[src/rtl/vending_fsm_param.sv]
// -----------------------------------------------------------------------------
// vending_fsm_param
// Parametrised vending-machine controller. It accumulates credit from three
// coin denominations and checks a selection against a per-product price table.
// A successful selection produces a one-cycle vend strobe, and any remaining
// credit is then paid back one unit per tick. Cancel and an inactivity timeout
// both trigger a full refund. Runs on a single clock, with `tick` as the slow
// pacing enable.
//
// Ports
//   clk              system clock, rising edge
//   rst_n            asynchronous active-low reset
//   tick             one-cycle enable pacing change payout and timeout
//   coin/coin_valid  denomination code (00 none, 01=1, 10=2, 11=5) + strobe
//   sel/sel_valid    product index + strobe
//   cancel           refund request
//   vend_valid       one-cycle dispense strobe; vend_prod is the product
//   change_pulse     one-cycle pulse per unit of credit returned
//   coin_reject      one-cycle pulse, coin not accepted
//   err_insufficient one-cycle pulse, selection refused
//   credit           current credit
//   busy             high while vending or paying change
// -----------------------------------------------------------------------------
module vending_fsm_param #(
  parameter int N_PROD        = 4,
  parameter int CREDIT_W      = 5,
  parameter int MAX_CREDIT    = 20,
  parameter logic [N_PROD*CREDIT_W-1:0] PRICES = {5'd10, 5'd8, 5'd6, 5'd4},
  parameter int TIMEOUT_TICKS = 15,
  localparam int SEL_W        = $clog2(N_PROD)
) (
  input  logic                clk,
  input  logic                rst_n,
  input  logic                tick,
  input  logic [1:0]          coin,
  input  logic                coin_valid,
  input  logic [SEL_W-1:0]    sel,
  input  logic                sel_valid,
  input  logic                cancel,
  output logic                vend_valid,
  output logic [SEL_W-1:0]    vend_prod,
  output logic                change_pulse,
  output logic                coin_reject,
  output logic                err_insufficient,
  output logic [CREDIT_W-1:0] credit,
  output logic                busy
);

  typedef enum logic [1:0] {
    ST_IDLE   = 2'd0,
    ST_CREDIT = 2'd1,
    ST_VEND   = 2'd2,
    ST_CHANGE = 2'd3
  } state_t;

  state_t              r_state, w_state_next;
  logic [CREDIT_W-1:0] r_credit, w_credit_next;
  logic [7:0]          r_tmo, w_tmo_next;
  logic [SEL_W-1:0]    r_vend_prod, w_vend_prod_next;
  logic                r_vend_valid, w_vend_valid_next;
  logic                r_change_pulse, w_change_pulse_next;
  logic                r_coin_reject, w_coin_reject_next;
  logic                r_err, w_err_next;
  logic                r_busy, w_busy_next;

  // Price table unpacked from the flat parameter vector.
  logic [CREDIT_W-1:0] w_price_tab [N_PROD];
  genvar gi;
  generate
    for (gi = 0; gi < N_PROD; gi++) begin : g_price
      assign w_price_tab[gi] = PRICES[gi*CREDIT_W +: CREDIT_W];
    end
  endgenerate

  logic                w_sel_ok;
  logic [CREDIT_W-1:0] w_price;
  logic                w_coin_present;
  logic [CREDIT_W-1:0] w_coin_val;
  logic [CREDIT_W:0]   w_sum;
  logic                w_coin_fits;

  // With a non-power-of-two N_PROD the select field can encode missing products.
  assign w_sel_ok = (32'(sel) < N_PROD);
  assign w_price  = w_sel_ok ? w_price_tab[sel] : '0;

  assign w_coin_present = coin_valid && (coin != 2'b00);

  always_comb begin
    w_coin_val = '0;
    case (coin)
      2'b01:   w_coin_val = CREDIT_W'(1);
      2'b10:   w_coin_val = CREDIT_W'(2);
      2'b11:   w_coin_val = CREDIT_W'(5);
      default: w_coin_val = '0;
    endcase
  end

  // One extra bit so an over-ceiling sum is detected rather than wrapped.
  assign w_sum       = {1'b0, r_credit} + {1'b0, w_coin_val};
  assign w_coin_fits = (w_sum <= (CREDIT_W+1)'(MAX_CREDIT));

  always_comb begin
    w_state_next        = r_state;
    w_credit_next       = r_credit;
    w_tmo_next          = r_tmo;
    w_vend_prod_next    = r_vend_prod;
    w_vend_valid_next   = 1'b0;
    w_change_pulse_next = 1'b0;
    w_coin_reject_next  = 1'b0;
    w_err_next          = 1'b0;

    case (r_state)
      ST_IDLE: begin
        if (w_coin_present) begin
          w_credit_next = w_coin_val;
          w_tmo_next    = '0;
          w_state_next  = ST_CREDIT;
        end
      end

      ST_CREDIT: begin
        // Priority cancel > selection > coin; losers are dropped silently.
        if (cancel) begin
          w_tmo_next   = '0;
          w_state_next = ST_CHANGE;
        end else if (sel_valid) begin
          w_tmo_next = '0;
          if (!w_sel_ok || (r_credit < w_price)) begin
            w_err_next = 1'b1;
          end else begin
            w_credit_next     = r_credit - w_price;
            w_vend_prod_next  = sel;
            w_vend_valid_next = 1'b1;
            w_state_next      = ST_VEND;
          end
        end else if (w_coin_present && w_coin_fits) begin
          w_credit_next = w_sum[CREDIT_W-1:0];
          w_tmo_next    = '0;
        end else begin
          if (w_coin_present) begin
            w_coin_reject_next = 1'b1;
          end
          if (tick) begin
            if (r_tmo == 8'(TIMEOUT_TICKS - 1)) begin
              w_tmo_next   = '0;
              w_state_next = ST_CHANGE;
            end else begin
              w_tmo_next = r_tmo + 8'd1;
            end
          end
        end
      end

      ST_VEND: begin
        w_state_next = (r_credit != '0) ? ST_CHANGE : ST_IDLE;
      end

      ST_CHANGE: begin
        if (w_coin_present) begin
          w_coin_reject_next = 1'b1;
        end
        if (r_credit == '0) begin
          w_state_next = ST_IDLE;
        end else if (tick) begin
          w_credit_next       = r_credit - CREDIT_W'(1);
          w_change_pulse_next = 1'b1;
          if (r_credit == CREDIT_W'(1)) begin
            w_state_next = ST_IDLE;
          end
        end
      end

      default: w_state_next = ST_IDLE;
    endcase

    w_busy_next = (w_state_next == ST_VEND) || (w_state_next == ST_CHANGE);
  end

  always_ff @(posedge clk or negedge rst_n) begin
    if (!rst_n) begin
      r_state        <= ST_IDLE;
      r_credit       <= '0;
      r_tmo          <= '0;
      r_vend_prod    <= '0;
      r_vend_valid   <= 1'b0;
      r_change_pulse <= 1'b0;
      r_coin_reject  <= 1'b0;
      r_err          <= 1'b0;
      r_busy         <= 1'b0;
    end else begin
      r_state        <= w_state_next;
      r_credit       <= w_credit_next;
      r_tmo          <= w_tmo_next;
      r_vend_prod    <= w_vend_prod_next;
      r_vend_valid   <= w_vend_valid_next;
      r_change_pulse <= w_change_pulse_next;
      r_coin_reject  <= w_coin_reject_next;
      r_err          <= w_err_next;
      r_busy         <= w_busy_next;
    end
  end

  assign vend_valid       = r_vend_valid;
  assign vend_prod        = r_vend_prod;
  assign change_pulse     = r_change_pulse;
  assign coin_reject      = r_coin_reject;
  assign err_insufficient = r_err;
  assign credit           = r_credit;
  assign busy             = r_busy;

endmodule

[config.mk]
export PLATFORM = sky130hd
export DESIGN_NAME = vending_fsm_param
export DESIGN_NICKNAME = d
export VERILOG_FILES = /design/src/rtl/vending_fsm_param.sv
export SDC_FILE = /design/constraint.sdc
export NUM_CORES = 1
export LEC_CHECK = 0
export BUFFER_PORTS_ARGS = -buffer_cell sky130_fd_sc_hd__buf_4
export CAP_MARGIN = 20
export CORE_MARGIN = 10
export CORE_UTILIZATION = 60
export DETAILED_ROUTE_END_ITERATION = 10
export PLACE_DENSITY = 0.83
export SYNTH_ARGS = -nofsm -noshare
export SYNTH_HDL_FRONTEND = slang
export SYNTH_SLANG_ARGS = --single-unit
[constraint.sdc]
create_clock -name clk -period 6.9 [get_ports clk]
set_input_delay 0.69 -clock clk [delete_from_list [all_inputs] [get_ports clk]]
set_output_delay 0.69 -clock clk [all_outputs]
set_load 0.02 [all_outputs]
==> flow_summary.toml, run 1 <==
[detailed_routing]
drc_errors = 0
avgRoutedWirePerCell_um = 16.7
first_iter_violations = 131
vias = 1486
routed_wl_mm = 3.83
vias_per_cell = 6.49
dr.pass1.iters = 4
ant_nets = 0

[synth]
yosysWarnings = 0
ys_seq_area_share_pct = 32.1
synth-edff-count = 0
netlist_instances = 185
ys.flop_type = "dfrtp_1"
synth_seq_cells = 21
synth_cell_types = 50
syn_nets = 207
netlist_area_um2 = 1640
avgSynthCellArea_um2 = 8.86
synth_async_sr_flop_share_pct = 100

[grt]
overflow = 0
grt_pass1_wl_mm = 6.69
grt_max_degree = 22
antenna_found_initial = 0
first_global_vias = 1425
grt_util_all_layers_pct = 15.1

[setup_path]
worstSetupStartpoint = "coin[0]"
cp_data_required_time_ns = 7.08
r2r-end = "r_tmo[7]"
path_max_fanout = 12
timing.rr.start = "credit[0]"
r2r_cells = 9
cp_data_arrival_time_ns = 3.54
timing.critical_path.from_type = "primary input"
cp-end-kind = "flop"
critical_path.endpoint = "r_tmo[7]"
r2r_slack_ns = 3.55
path_class = "primary input to flop"

[clock_tree]
clockRootBuffer = "clkbuf_4"
cts_resized = 0
cts_setup_buffers = 0
clkLatencyLatePin_ns = 0.31
clkTransAtPathRegs_ns = 0.12
clock-sinks = 21
ctsHoldBuffers = 0
cts_inserted_buffers = 3
htree_levels = 1
ctsLongestPathBuffers = 2
cts_tree = "done"

[run]
max_cap_violations = 0

[pwr]
pwr-share-comb_pct = 58.1
seqPwrFrac_pct = 32.6
p_clk_share_pct = 9.3
peakVddDrop_uv = 297
power_density_nw_per_um2 = 362
swShare_pct = 48.1
switchingPower_mw = 0.313
cellLeakagePower_nw = 0.789
p_int_mw = 0.338
finalPower_mw = 0.651

[place]
place_area_um2 = 1780
dp_hpwl_mm = 2.89
dp_cells = 225
place_congestion = 0.914
portBuffers = 21

[cells_and_area]
drive_above_1_share_pct = 15.1
area_growth_pct = 9.92
antenna_cells = 0
nets = 222
final_cell_mix = "21 x dfrtp_1, 21 x buf_4, 15 x o21ai_0, 15 x a21oi_1, 12 x nor2_1"
layout.cells.non_filler = 229
stdcell_area_um2 = 1800

[sta]
finalClockSkew_ns = 0.0113
rsz0062_at_grt = "false"
worst_pin_slew_ns = 0.975
slew-limit-headroom_pct = 34.9
slew_violations = 0
fin_crit_sh_pct = 48.7
finalSetupTns_ns = 0
setup_viol = 0
layout_min_cycle_time_ns = 3.36
clock.fmax_mhz = 297
hold_violations = 0

[floorplan]
die_area_um2 = 5220
ios = 22
die_h_um = 72.3
rows = 18
core_um2 = 2540
die_width_um = 72.3
start_util_pct = 64.4

[outcome]
status = "finished, final reports clean"

[hold_path]
hold_class = "primary input to async pin"
metrics by stage:
step	utilization [%]	hold slack (ns)	setup slack [ns]
after floorplan	-	0.394	3.85
after global placement	69.8	0.468	3.37
after detailed placement	69.8	0.476	3.25
after CTS	70.8	0.248	3.57
after global routing	70.8	0.247	3.25
final	70.8	0.238	3.54
flip-flops by register name (all words and copies together), names as in the netlist:
signal / count
change_pulse: 1
vend_prod: 2
r_tmo: 8
vend_valid: 1
coin_reject: 1
err_insufficient: 1
busy: 1
credit: 5
r_state: 1
worst max-delay path: stages:
cell and delay, ns:
buf_4 0.13, nand2b_1 0.19, fa_1 0.46, xor2_1 0.19, o32ai_1 0.44, o32ai_4 0.21, a2111oi_2 0.94, or4_1 0.22
a21oi_1 0.06
logic make-up (layout without fill, tap and decap cells):
logic type	count (synthesis)	count (layout)	synth area share [%]
AO/OA/AOI/OAI	66	66	28.6
flip-flops	21	21	32.1
multiplexers	2	2	1.30
adder cells (fa/ha/maj)	12	12	10.1
buffers and inverters	22	36	6.11
XOR/XNOR	5	5	2.67
AND/OR/NAND/NOR	57	57	19.2
synthesized netlist by cell type (2+ instances only):
| library cell | number | area (µm²) |
|---|---|---|
| dfrtp_1 | 21 | 526 |
| a21oi_1 | 15 | 75.1 |
| o21ai_0 | 15 | 75.1 |
| nor2_1 | 12 | 45.0 |
| inv_1 | 11 | 41.3 |
| ha_1 | 10 | 125 |
| nand2_1 | 9 | 33.8 |
| clkbuf_1 | 6 | 22.5 |
| o31ai_1 | 6 | 45.0 |
| nand4_1 | 5 | 31.3 |
| nor2b_1 | 5 | 31.3 |
| nor3_1 | 5 | 25.0 |
| or4_1 | 5 | 37.5 |
| a21o_1 | 4 | 30.0 |
| xor2_1 | 4 | 35.0 |
| a211oi_1 | 3 | 22.5 |
| and2_1 | 3 | 18.8 |
| nand2b_1 | 3 | 18.8 |
| a211o_1 | 2 | 17.5 |
| a221oi_1 | 2 | 17.5 |
| a22o_1 | 2 | 17.5 |
| and3_1 | 2 | 12.5 |
| buf_2 | 2 | 10.0 |
| buf_6 | 2 | 22.5 |
| fa_1 | 2 | 40.0 |
| nand3_1 | 2 | 10.0 |
| nor3b_1 | 2 | 15.0 |
| o22ai_1 | 2 | 12.5 |
| o41ai_1 | 2 | 17.5 |
routing by layer:
metal	GRT usage, %	up-vias	wire [µm]
met5	0	-	0
met4	3.66	0	21
met3	2.86	4	215
met2	23.2	38	1770
met1	21.3	722	1820
li1	-	722	-
power by group through the flow:
stage	Combinational [mW]	Sequential (mW)	Clock, mW
after floorplan	0.273	0.212	0
after global placement	0.367	0.212	0
after detailed placement	0.375	0.214	0
after CTS	0.378	0.211	0.0608
after global routing	0.418	0.220	0.0656
final	0.378	0.212	0.0607
worst min path at each step:
stage                       startpoint            to  slack (ns)
after floorplan                  rst_n          busy        0.39
after global placement    vend_prod[1]  vend_prod[1]        0.47
after detailed placement  vend_prod[1]  vend_prod[1]        0.48
after CTS                        rst_n  vend_prod[1]        0.25
after global routing             rst_n     credit[4]        0.25
final                            rst_n  vend_prod[1]        0.24
area by class of cell:
class                      count  area, µm²
inverter                      11       41.3
timing repair buffer          21        158
clock buffer                   4       26.3
multi-input combinational    142       1010
fill                         225        743
sequential                    21        526
tap                           30       37.5
(Power assumes the default switching activity.)
==> run 2, diff against run 1 <==
- ABC_AREA: unset -> 1
- CORE_UTILIZATION: 60 -> 52
- PLACE_DENSITY: 0.83 -> 0.76
- clock period: 6.9 -> 2.95 ns (I/O delays scaled with it)
==> run 2 against run 1 <==
Compared with the run above: sequential share of layout area fell by 2.2 points; routed wire length rose by 11%; total power rose by 150%; core utilization fell by 8.6 points; sequential power rose by 110%; sequential cell count did not move; cell area rose by 8.0%; register-to-register slack got worse by 3.1 ns; worst hold slack got worse by 0.031 ns; critical endpoint is now r_tmo[4]; largest power group unchanged.
==> flow_summary.toml, run 2 <==
[outcome]
status = "finished, final reports clean"

[clock_tree]
cts_inserted_buffers = 3
clkLatencyLatePin_ns = 0.31
clockRootBuffer = "clkbuf_4"
cts_tree = "done"
cts_setup_buffers = 0
clkTransAtPathRegs_ns = 0.12
ctsLongestPathBuffers = 2
ctsHoldBuffers = 1
htree_levels = 1
clock-sinks = 21
cts_resized = 0

[pwr]
cellLeakagePower_nw = 1.03
finalPower_mw = 1.61
switchingPower_mw = 0.838
pwr-share-comb_pct = 63.3
peakVddDrop_uv = 452
p_int_mw = 0.771
swShare_pct = 52.1
seqPwrFrac_pct = 27.7
power_density_nw_per_um2 = 827
p_clk_share_pct = 9.0

[sta]
hold_violations = 0
layout_min_cycle_time_ns = 2.55
slew-limit-headroom_pct = 67.2
finalSetupTns_ns = 0
setup_viol = 0
clock.fmax_mhz = 392
worst_pin_slew_ns = 0.485
finalClockSkew_ns = 0.00332
rsz0062_at_grt = "false"
fin_crit_sh_pct = 86.4
slew_violations = 0
whs_ns = 0.207

[setup_path]
r2r-end = "r_tmo[4]"
cp-end-kind = "flop"
crit_buf_inv = 2
timing.critical_path.from_type = "flop"
crit_path_cell_trace = "ha_1 -> inv_1 -> fa_1 -> nand3b_1 -> nand2_1 -> nand2_1 -> nand2_1 -> nand2_2 -> nand3_2 -> nand3_1 -> nand2_2 -> inv_1 -> nand2_1 -> nand2_1"
cp_data_arrival_time_ns = 2.76
r2r_slack_ns = 0.40
crit_family = "simple AND/OR/NAND/NOR gates"
slowest_delay_ns = 0.48
path_class = "flop to flop"
cp_data_required_time_ns = 3.16
path_max_fanout = 14
timing.rr.start = "credit[0]"
cpMaxStageDelayCell = "dfrtp_1"
crit_top_cell = "nand2_1"
r2r_cells = 14

[place]
dp_cells = 304
place_congestion = 0.994
dp_hpwl_mm = 3.38
portBuffers = 21
place_area_um2 = 1910

[detailed_routing]
vias_per_cell = 5.39
vias = 1665
first_iter_violations = 114
ant_nets = 0
avgRoutedWirePerCell_um = 13.8
drc_errors = 0
dr.pass1.iters = 8
routed_wl_mm = 4.26

[cells_and_area]
area_growth_pct = 12.0
multi_input_area_um2 = 1020
top_register = "r_tmo"
largest_reg_flops = 8
final_cell_mix = "68 x nand2_1, 34 x inv_1, 22 x buf_4"
layout.cells.non_filler = 309
final_common_cell = "nand2_1"
regArea_um2 = 526
drive_above_1_share_pct = 17.0
nets = 288
stdcell_area_um2 = 1950
antenna_cells = 0
fill_cells = 299

[synth]
synth_top_cells_by_count = "68 x nand2_1, 34 x inv_1, 21 x dfrtp_1, 21 x nand3_1, 19 x nor2_1"
syn_nets = 265
synth-compound-area-share_pct = 10.7
synth_cell_types = 33
synthSimpleGateAreaFrac_pct = 36.5
synthMuxAreaShare_pct = 0
avgSynthCellArea_um2 = 7.15
yosysTopAreaCell = "dfrtp_1"
synth-xor-area-share_pct = 2.02
synth-edff-count = 0
synth_fa_ha_area_share_pct = 9.50
synth_area_leaders = "dfrtp_1 30%, nand2_1 15%, inv_1 7.3%"
yosysMostFrequentCell = "nand2_1"
netlist_instances = 243
ys.flop_type = "dfrtp_1"
synth_top_family_by_area = "simple AND/OR/NAND/NOR gates"
synth_seq_cells = 21
ys_seq_area_share_pct = 30.2
netlist_area_um2 = 1740
synth_async_sr_flop_share_pct = 100
yosysWarnings = 0
yosysTopAreaCellShare_pct = 30.2

[grt]
grt_pass1_wl_mm = 7.45
overflow = 0
antenna_found_initial = 0
first_global_vias = 1593
grt_util_all_layers_pct = 14.5
grt_max_degree = 22

[hold_path]
hold_class = "primary input to flop"
holdCritStartpoint = "sel[0]"
hold_depth = 3
holdPathEnd = "vend_prod[0]"

[floorplan]
die_area_um2 = 6050
ios = 22
die_width_um = 77.8
rows = 20
start_util_pct = 55.6
core_um2 = 3130
die_h_um = 77.8

[run]
max_cap_violations = 0
-- run 2: cell types whose count changed after synthesis, sizes merged, moves of 9 or more --
| cell | before | now |
|---|---|---|
| nand2 | 9 | 70 |
| nand3 | 2 | 24 |
| nand4 | 5 | 16 |
| nor2 | 12 | 22 |
| a21oi | 15 | 6 |
| inv | 11 | 38 |
-- run 2: cells by family (layout without fill, tap and decap cells) --
logic type	Yosys count	in the layout
XOR/XNOR	4	4
AO/OA/AOI/OAI	26	26
buffers and inverters	43	65
flip-flops	21	21
adder cells (fa/ha/maj)	12	12
AND/OR/NAND/NOR	137	137
-- run 2: layout make-up --
class | instances | area share, %
multi-input combinational | 179 | 52.5
sequential | 21 | 27.0
timing repair buffer | 23 | 9.00
inverter | 38 | 7.33
tap | 44 | 2.83
clock buffer | 4 | 1.35
-- run 2: power groups by stage --
stage	Clock, mW	Combinational [mW]	Sequential [mW]
5_1_grt	0.162	1.14	0.459
3_3_place_gp	0	1.00	0.447
6_report	0.145	1.02	0.446
2_1_floorplan	0	0.698	0.506
4_1_cts	0.146	1.01	0.445
3_5_place_dp	0	1.00	0.451
-- run 2: how the worst max path moves through the flow --
stage                          from         to  cells after the start  slack, ns
after global routing      credit[0]   r_tmo[3]                     14       0.12
after CTS                 credit[0]   r_tmo[4]                     14       0.40
final                     credit[0]   r_tmo[4]                     14       0.40
after floorplan           credit[0]  credit[2]                     13       0.77
after global placement    credit[0]   r_tmo[7]                     14       0.51
after detailed placement  credit[0]   r_tmo[4]                     14       0.42
-- run 2: metal layers --
| metal | global-route usage (%) | up-vias | wire (µm) | share of wire, % |
|---|---|---|---|---|
| li1 | - | 845 | - | - |
| met1 | 20.4 | 736 | 2010 | 47 |
| met2 | 21.7 | 71 | 1750 | 41 |
| met3 | 2.76 | 13 | 387 | 9.1 |
| met4 | 4.38 | 0 | 99 | 2.3 |
| met5 | 0 | - | 0 | 0 |
-- run 2: stage by stage --
stage               utilization [%]  worst slack (ns)
detailed placement             61.0             0.417
CTS                            62.2             0.402
global placement               61.0             0.512
floorplan                         -             0.767
global route                   62.2             0.125
finish                         62.2             0.402
-- run 2: worst register-to-register path: stages (launching register included) --
cell and delay (ns):
dfrtp_1 0.48, ha_1 0.23, inv_1 0.06, fa_1 0.39
nand3b_1 0.19, nand2_1 0.09, nand2_1 0.06, nand2_1 0.07
nand2_2 0.06, nand3_2 0.19, nand3_1 0.12, nand2_2 0.27
inv_1 0.12, nand2_1 0.08, nand2_1 0.05
==> run 3, diff against run 2 <==
- CELL_PAD_IN_SITES_DETAIL_PLACEMENT: unset -> 0
- CELL_PAD_IN_SITES_GLOBAL_PLACEMENT: unset -> 1
- CORE_UTILIZATION: 52 -> 38
- PLACE_DENSITY: 0.76 -> unset
- PLACE_DENSITY_LB_ADDON: unset -> 0.1
- SLEW_MARGIN: unset -> 0
==> run 3 against run 2 <==
Compared with the run above: clock power increased by 37%; setup slack got worse by 0.046 ns; register-to-register slack got worse by 0.05 ns; critical path type unchanged; sequential share of layout area decreased by 0.51 points; largest power group unchanged; via count decreased by 3.2%; highest routed layer unchanged; final cell count increased by 2.9%; critical endpoint unchanged; fmax decreased by 1.8%; global-route usage decreased by 2.3 points.
==> flow_summary.toml, run 3 (same netlist as run 2, synthesis figures left out) <==
[clock_tree]
ctsLongestPathBuffers = 2
cts_inserted_buffers = 3
clkTransAtPathRegs_ns = 0.08
cts_setup_buffers = 0
cts_tree = "done"
clkLatencyLatePin_ns = 0.26
htree_levels = 1
clockRootBuffer = "clkbuf_8"
clock-sinks = 21

[hold_path]
hold_depth = 3
hold_class = "primary input to flop"
holdPathEnd = "vend_prod[0]"
holdCritStartpoint = "sel[0]"

[sta]
layout_min_cycle_time_ns = 2.59
finalClockSkew_ns = 0.00204
clock.fmax_mhz = 386
fin_crit_sh_pct = 87.9
slew-limit-headroom_pct = 71.4
finalSetupTns_ns = 0
slew_violations = 0
worst_pin_slew_ns = 0.424
hold_violations = 0
setup_viol = 0
rsz0062_at_grt = "false"

[outcome]
status = "finished, final reports clean"

[cells_and_area]
stdcell_area_um2 = 1980
final_cell_mix = "68 x nand2_1, 34 x inv_1, 23 x buf_4"
antenna_cells = 0
fill_cells = 453
utilization_pct = 45.2
area_growth_pct = 14.1
nets = 289
layout.cells.non_filler = 318
final_common_cell = "nand2_1"
top_register = "r_tmo"
largest_reg_flops = 8
drive_above_1_share_pct = 17.7

[floorplan]
core_um2 = 4380
ios = 22
start_util_pct = 39.6
die_h_um = 87.6
die_area_um2 = 7680
rows = 24
die_width_um = 87.6

[detailed_routing]
vias_per_cell = 5.07
routed_wl_mm = 4.43
dr.pass1.iters = 4
vias = 1611
first_iter_violations = 135
avgRoutedWirePerCell_um = 13.9
drc_errors = 0
ant_nets = 0

[pwr]
cellLeakagePower_nw = 1.04
p_int_mw = 0.818
p_clk_share_pct = 11.9
power_density_nw_per_um2 = 839
swShare_pct = 50.8
pwr-share-comb_pct = 61.6
peakVddDrop_uv = 477
switchingPower_mw = 0.846
seqPwrFrac_pct = 26.4

[grt]
grt_max_degree = 22
first_global_vias = 1513
overflow = 0
grt_util_all_layers_pct = 12.2
grt_pass1_wl_mm = 7.58
antenna_found_initial = 0

[setup_path]
path_max_fanout = 14
timing.critical_path.from_type = "flop"
cp_data_required_time_ns = 3.11
cp-end-kind = "flop"
cp_data_arrival_time_ns = 2.76
timing.rr.start = "credit[0]"
path_class = "flop to flop"
r2r_slack_ns = 0.36
worstSetupStartpoint = "credit[0]"
r2r-end = "r_tmo[4]"
r2r_cells = 14

[place]
dp_cells = 313
dp_hpwl_mm = 3.49
place_area_um2 = 1930
place_congestion = 0.815
portBuffers = 21

[run]
max_cap_violations = 0
run 3: cell type report:
type	count	area, µm²	share of cell area [%]
multi-input combinational	179	1020	51.5
sequential	21	526	26.5
timing repair buffer	24	183	9.21
inverter	38	143	7.19
tap	52	65.1	3.28
clock buffer	3	41.3	2.08
clock inverter	1	5.00	0.252
run 3: worst max-delay path, stage by stage (launching register included):
cell	delay, ns
dfrtp_1	0.47
ha_1	0.25
inv_1	0.07
fa_1	0.39
nand3b_1	0.19
nand2_1	0.09
nand2_1	0.06
nand2_1	0.07
nand2_2	0.07
nand3_2	0.19
nand3_1	0.12
nand2_2	0.27
inv_1	0.12
nand2_1	0.08
nand2_1	0.05
run 3: power groups by stage:
stage	Combinational (mW)	Sequential, mW	Clock (mW)
after global placement	1.05	0.446	0
after floorplan	0.698	0.506	0
after global routing	1.16	0.453	0.214
after CTS	1.03	0.440	0.202
final	1.03	0.440	0.198
after detailed placement	1.02	0.445	0
run 3: worst max-delay path by stage:
stage	slack [ns]	cells after the start	to
5_1_grt	0.01	14	r_tmo[7]
3_5_place_dp	0.40	14	r_tmo[7]
2_1_floorplan	0.77	13	credit[2]
6_report	0.36	14	r_tmo[4]
3_3_place_gp	0.48	14	r_tmo[7]
4_1_cts	0.38	14	r_tmo[4]
run 3: metrics by stage:
stage                     power, mW  setup WS [ns]  hold WS [ns]
after CTS                      1.67          0.376         0.243
after global placement         1.49          0.483         0.204
final                          1.66          0.356         0.241
after floorplan                1.20          0.767     -0.000591
after global routing           1.83         0.0128         0.257
after detailed placement       1.47          0.404         0.203
run 3: layer usage:
metal  global-route usage, %  share of wire, %  wire length (µm)
met2                    16.2                39              1750
met5                       0                 0                 0
met3                    2.97               5.8               256
met4                    2.61               1.0                46
met1                    18.9                54              2390
run 3: what timing repair did:
action,CTS,global route
hold endpoints to repair,21,0
setup endpoints to repair,0,0
hold buffers,1,0
gates resized for setup,0,0
